File: src/rtl/systolic_pkg.sv
// systolic_pkg: shared array geometry and IFM feeder FSM encoding
package systolic_pkg;
    localparam int SYSTOLIC_SIZE = 16;
    localparam int DATA_WIDTH    = 16;
    localparam int KERNEL_SIZE   = 3;
    localparam int IFM_CHANNEL   = 3;
    typedef enum logic [1:0] {IDLE = 2'd0, FILL = 2'd1, DRAIN = 2'd2} state_t;
endpackage

File: src/rtl/skew_delay_line.sv
// skew_delay_line: DEPTH-stage register chain carrying one lane's valid bit and data
module skew_delay_line #(
    parameter int DEPTH = 1,
    parameter int WIDTH = 1
) (
    input  logic             clk,
    input  logic             rst,
    input  logic [WIDTH-1:0] d,
    output logic [WIDTH-1:0] q
);
    logic [DEPTH-1:0][WIDTH-1:0] pipe;
    always_ff @(posedge clk) begin
        if (rst) pipe <= '0;
        else begin
            pipe[0] <= d;
            for (int k = 1; k < DEPTH; k++) pipe[k] <= pipe[k-1];
        end
    end
    assign q = pipe[DEPTH-1];
endmodule

File: src/rtl/ifm_skew_feeder.sv
// ifm_skew_feeder: captures IFM vectors and skews lane i by i cycles; IFM_LANE_MASK_EN zeroes lanes >= size
module ifm_skew_feeder
    import systolic_pkg::*;
#(
    parameter int MEM_LATENCY = 1
) (
    input  logic                                clk,
    input  logic                                rst,
    input  logic                                read_en,
    input  logic [4:0]                          size,
    input  logic [SYSTOLIC_SIZE*DATA_WIDTH-1:0] mem_data,
    output logic [SYSTOLIC_SIZE*DATA_WIDTH-1:0] ifm_out,
    output logic [SYSTOLIC_SIZE-1:0]            lane_valid,
    output logic                                busy,
    output logic                                tile_done,
    output logic                                overflow
);
    localparam int VECS = IFM_CHANNEL * KERNEL_SIZE * KERNEL_SIZE;
    localparam int VW   = $clog2(VECS + 1);
    localparam int CW   = $clog2(SYSTOLIC_SIZE);
    localparam int LW   = DATA_WIDTH + 1;
    state_t state, state_nxt;
    logic [MEM_LATENCY-1:0] rd_dly;
    logic [VW-1:0] vec_cnt;
    logic [CW-1:0] drain_cnt;
    logic [4:0] size_q;
    logic data_vld, fill_last, drain_last;
    assign data_vld   = rd_dly[MEM_LATENCY-1];
    assign fill_last  = data_vld && vec_cnt == VW'(VECS - 1);
    assign drain_last = drain_cnt == CW'(SYSTOLIC_SIZE - 1);
    always_ff @(posedge clk) state <= rst ? IDLE : state_nxt;
    always_comb begin
        state_nxt = (state == IDLE  && data_vld)   ? FILL  :
                    (state == FILL  && fill_last)  ? DRAIN :
                    (state == DRAIN && drain_last) ? IDLE  : state;
    end
    always_comb begin
        busy      = state != IDLE;
        tile_done = state == DRAIN && drain_last;
    end
    always_ff @(posedge clk) begin
        if (rst) begin
            rd_dly    <= '0;
            vec_cnt   <= '0;
            drain_cnt <= '0;
            size_q    <= '0;
            overflow  <= 1'b0;
        end else begin
            rd_dly[0] <= read_en;
            for (int k = 1; k < MEM_LATENCY; k++) rd_dly[k] <= rd_dly[k-1];
            if (state == IDLE && data_vld) begin
                vec_cnt <= VW'(1);
                size_q  <= size;
            end else if (state == FILL && data_vld) vec_cnt <= vec_cnt + 1'b1;
            drain_cnt <= (state == DRAIN) ? drain_cnt + 1'b1 : '0;
            if (state == DRAIN && data_vld) overflow <= 1'b1;
        end
    end
`ifdef IFM_LANE_MASK_EN
    // the first vector of a tile must see size before size_q has latched it
    logic [4:0] size_eff;
    assign size_eff = (state == IDLE) ? size : size_q;
`else
    logic unused_size;
    assign unused_size = ^size_q;
`endif
    for (genvar i = 0; i < SYSTOLIC_SIZE; i++) begin : g_lane
        logic en;
        logic [LW-1:0] d, q;
`ifdef IFM_LANE_MASK_EN
        assign en = data_vld && 5'(i) < size_eff;
`else
        assign en = data_vld;
`endif
        assign d = en ? {1'b1, mem_data[i*DATA_WIDTH +: DATA_WIDTH]} : '0;
        skew_delay_line #(.DEPTH(i + 1), .WIDTH(LW)) u_dl (.clk(clk), .rst(rst), .d(d), .q(q));
        assign lane_valid[i] = q[LW-1];
        assign ifm_out[i*DATA_WIDTH +: DATA_WIDTH] = q[LW-1] ? q[DATA_WIDTH-1:0] : '0;
    end
endmodule

File: config.mk
export PLATFORM = sky130hd
export DESIGN_NAME = ifm_skew_feeder
export DESIGN_NICKNAME = d
export VERILOG_FILES = /design/src/rtl/systolic_pkg.sv /design/src/rtl/skew_delay_line.sv /design/src/rtl/ifm_skew_feeder.sv
export SDC_FILE = /design/constraint.sdc
export NUM_CORES = 2
export LEC_CHECK = 0
export CELL_PAD_IN_SITES_DETAIL_PLACEMENT = 2
export CELL_PAD_IN_SITES_GLOBAL_PLACEMENT = 2
export CORE_UTILIZATION = 35
export CTS_BUF_LIST = sky130_fd_sc_hd__clkbuf_16
export DETAILED_ROUTE_END_ITERATION = 7
export PLACE_DENSITY = 0.8
export SLEW_MARGIN = 20
export SYNTH_ARGS = -nofsm -noshare
export SYNTH_HDL_FRONTEND = slang
export SYNTH_SLANG_ARGS = --single-unit
export TNS_END_PERCENT = 20
File: constraint.sdc
create_clock -name clk -period 1.8 [get_ports clk]
set_clock_uncertainty 0.2 [all_clocks]
set_input_delay 0.27 -clock clk [delete_from_list [all_inputs] [get_ports clk]]
set_output_delay 0.27 -clock clk [all_outputs]
set_load 0.01 [all_outputs]
==> metrics.yaml <==
outcome: "finished with violations"
violations: "negative setup slack"
yosys_warnings: 0
yosys.area_share.simple: 0.2530
maxSlewHeadroom: 0.4744
reg2reg_depth: 4
syn_inst: 4976
synth_compound_area_frac: 0.001147
period_needed_ns: 2.290
syn_avg_cell_area_sq_um: 12.28
first_global_vias: 42100
synth.distinct_cells: 28
gp_congestion: 0.8244
drive_gt1_frac: 0.1522
drc: 0
die_area_sq_um: 176300
finalHoldViolCount: 0
wl_per_cell_um: 23.21
finalMaxSlewViolations: 0
synthFlopType: "dfxtp_1"
synthMuxAreaShare: 0
cts_tree: "yes"
core_sq_um: 172500
hold_class: "register to register"
cts_sinks: 2205
timing.final.crit_share: 1.272
io_pins: 539
synth_top_family_by_area: "simple AND/OR/NAND/NOR gates"
maxCapViolCount: 0
clockRootBuffer: "clkbuf_16"
netlist_area_sq_um: 61110
cp.arrival_ns: 1.82
pre_cts_ws_ns: -0.1314
crit_required_ns: 1.33
htreeDepth: 4
wirelength_um: 194700
cts.clk_slew.worst_paths_ns: 0.07
grt_first_pass_wirelength_um: 277100
fin_ws_ns: -0.4902
hpwl_um: 90630
die_y_um: 419.9
antenna_found_initial: 28
clk_latency_ns: 0.86
rsz0062_at_grt: "yes"
yosysTopAreaCellShare: 0.7223
grt_overflow: 0
start_kind: "register"
r2r-start: "data_vld"
area_delta_synth_final_pct: 30.60
synth_nets: 5243
r2r_end: "vec_cnt[3]"
dieWidth_um: 419.9
finalSetupTns_ns: -92.13
nFillCells: 16730
setup_violations: 274
yosys.area.top_type: "dfxtp_1"
nNetsFinal: 6141
fmax_mhz: 436.6
rrSetupSlack_ns: 0.01
leakagePower_uw: 0.03236
worst_pin_slew_ns: 0.7868
io_buffers: 533
start_util: 0.3543
first_pass_iters: 4
powerDensity_nw_per_um2: 1198
hp-start: "g_lane[14].u_dl.pipe[71]"
vias: 35780
whs_endpoint: "g_lane[14].u_dl.pipe[88]"
synthXorXnorAreaFrac: 0.0004299
grt_max_degree: 98
peakVddDrop_v: 0.0008711
end_kind: "output pin"
synthTopCellsByArea: "dfxtp_1 72%, nor2b_1 20%, and2_1 5.2%"
cts_buffer_depth: 3
viasPerCell: 4.265
path_max_fanout: 5
crit_type: "register to output pin"
synth_edf_count: 0
ant_nets: 0
min_path_cells: 1
seq_area_frac_synth: 0.7223
synth_seq_cells: 2205
cts_buffers: 212
fp-row-count: 152
synthAdderAreaFrac: 0.0006142
gr-usage-all-layers: 0.2118
drt_iter0_markers: 1283
synthArstFlopShare: 0
cells in the mapped netlist, types with 2 or more instances:
cell	instances
clkbuf_2	23
a21oi_1	4
o21ai_0	4
inv_1	4
and2_1	512
or3_1	2
ha_1	3
nor2b_1	1936
nand3_1	4
nor2_1	8
dfxtp_1	2205
nand2_1	2
buf_2	172
clkbuf_1	62
buf_4	19
xor2_1	2
nand4b_1	2
a211oi_1	2
registers in the layout (all words and copies together) (netlist names):
| name | flops |
|---|---|
| g_lane.u_dl.pipe | 1930 |
| drain_cnt | 4 |
| vec_cnt | 5 |
| g_lane.u_dl.q | 262 |
| data_vld | 1 |
| overflow | 1 |
| state | 2 |
worst max-delay path, stage by stage (launching register included):
cell     delay (ns)
dfxtp_4        0.37
buf_12         0.14
buf_6          0.14
and2_1         0.16
buf_6          0.12
cell usage in the layout (no fill, tap or decap), types with 48 or more instances in the layout:
master,Yosys,final
inv_1,4,70
buf_2,172,77
and2_4,0,168
buf_12,0,62
buf_4,19,83
clkinv_1,0,48
dfxtp_1,2205,2183
dlygate4sd3_1,0,258
and2_1,512,344
clkbuf_16,0,216
nor2b_1,1936,1936
clkdlybuf4s50_1,0,257
buf_6,1,194
power breakdown:
| part | internal (uW) | leakage, uW | total, uW | switching [uW] |
|---|---|---|---|---|
| Clock | 23300 | 0.00348 | 43700 | 20400 |
| Combinational | 1360 | 0.0111 | 2680 | 1320 |
| Sequential | 49100 | 0.0178 | 49300 | 152 |
what timing repair did:
item | CTS | global route
pin swaps | 4 | 2
setup buffers | 22 | 18
gates cloned | 3 | 5
setup endpoints to repair | 275 | 275
resized for setup | 866 | 591
hold buffers | 258 | 0
hold endpoints to repair | 1372 | 0
per-stage QoR:
stage	cell area, sq um	hold slack, ns	instances	utilization	total power [uW]
floorplan	61110	0.1917	4976	-	51220
detailed placement	69570	0.2251	7665	0.4033	52330
global placement	69570	0.2150	7665	0.4033	52240
finish	79810	0.1998	8391	0.4627	95630
CTS	79150	0.1969	8339	0.4589	95620
global route	79790	0.2064	8384	0.4626	98710
kinds of logic (layout without fill, tap and decap cells):
group / count (synthesis) / after routing
other: 0 / 30
buffers and inverters: 281 / 1356
adders and majority gates: 3 / 3
xor gates and xnor gates: 3 / 3
AOI/OAI and AO/OA: 12 / 12
DFF: 2205 / 2205
and+or+nand+nor: 2472 / 2472
layer usage:
metal  track usage  vias to the layer above  wire [um]
li1              -                    16760          -
met1        0.2023                    17780      66620
met2        0.4231                      772     111900
met3       0.03515                      470       5587
met4        0.1126                        2      10600
met5             0                        -         13
area by class of cell:
cell class | count | area, sq um | share of cell area
diodes | 30 | 75.07 | 0.0009406
clock buffers | 213 | 5330 | 0.06678
clock inverters | 178 | 1303 | 0.01632
inverters | 4 | 15.01 | 0.0001881
multi-input cells | 2490 | 16050 | 0.2010
flip-flops and latches | 2205 | 44190 | 0.5537
well taps | 2310 | 2890 | 0.03621
repair buffers | 961 | 9958 | 0.1248
worst max-delay path by stage:
stage                                          from            end  slack [ns]
after detailed placement  g_lane[15].u_dl.pipe[152]   ifm_out[132]       -0.13
after CTS                 g_lane[15].u_dl.pipe[169]  lane_valid[9]       -0.55
after global routing                   drain_cnt[0]      tile_done       -0.60
final                      g_lane[15].u_dl.pipe[84]    ifm_out[66]       -0.49
after floorplan                        drain_cnt[0]      tile_done        0.40
after global placement                 drain_cnt[0]      tile_done       -0.10
(Power assumes the default switching activity.)
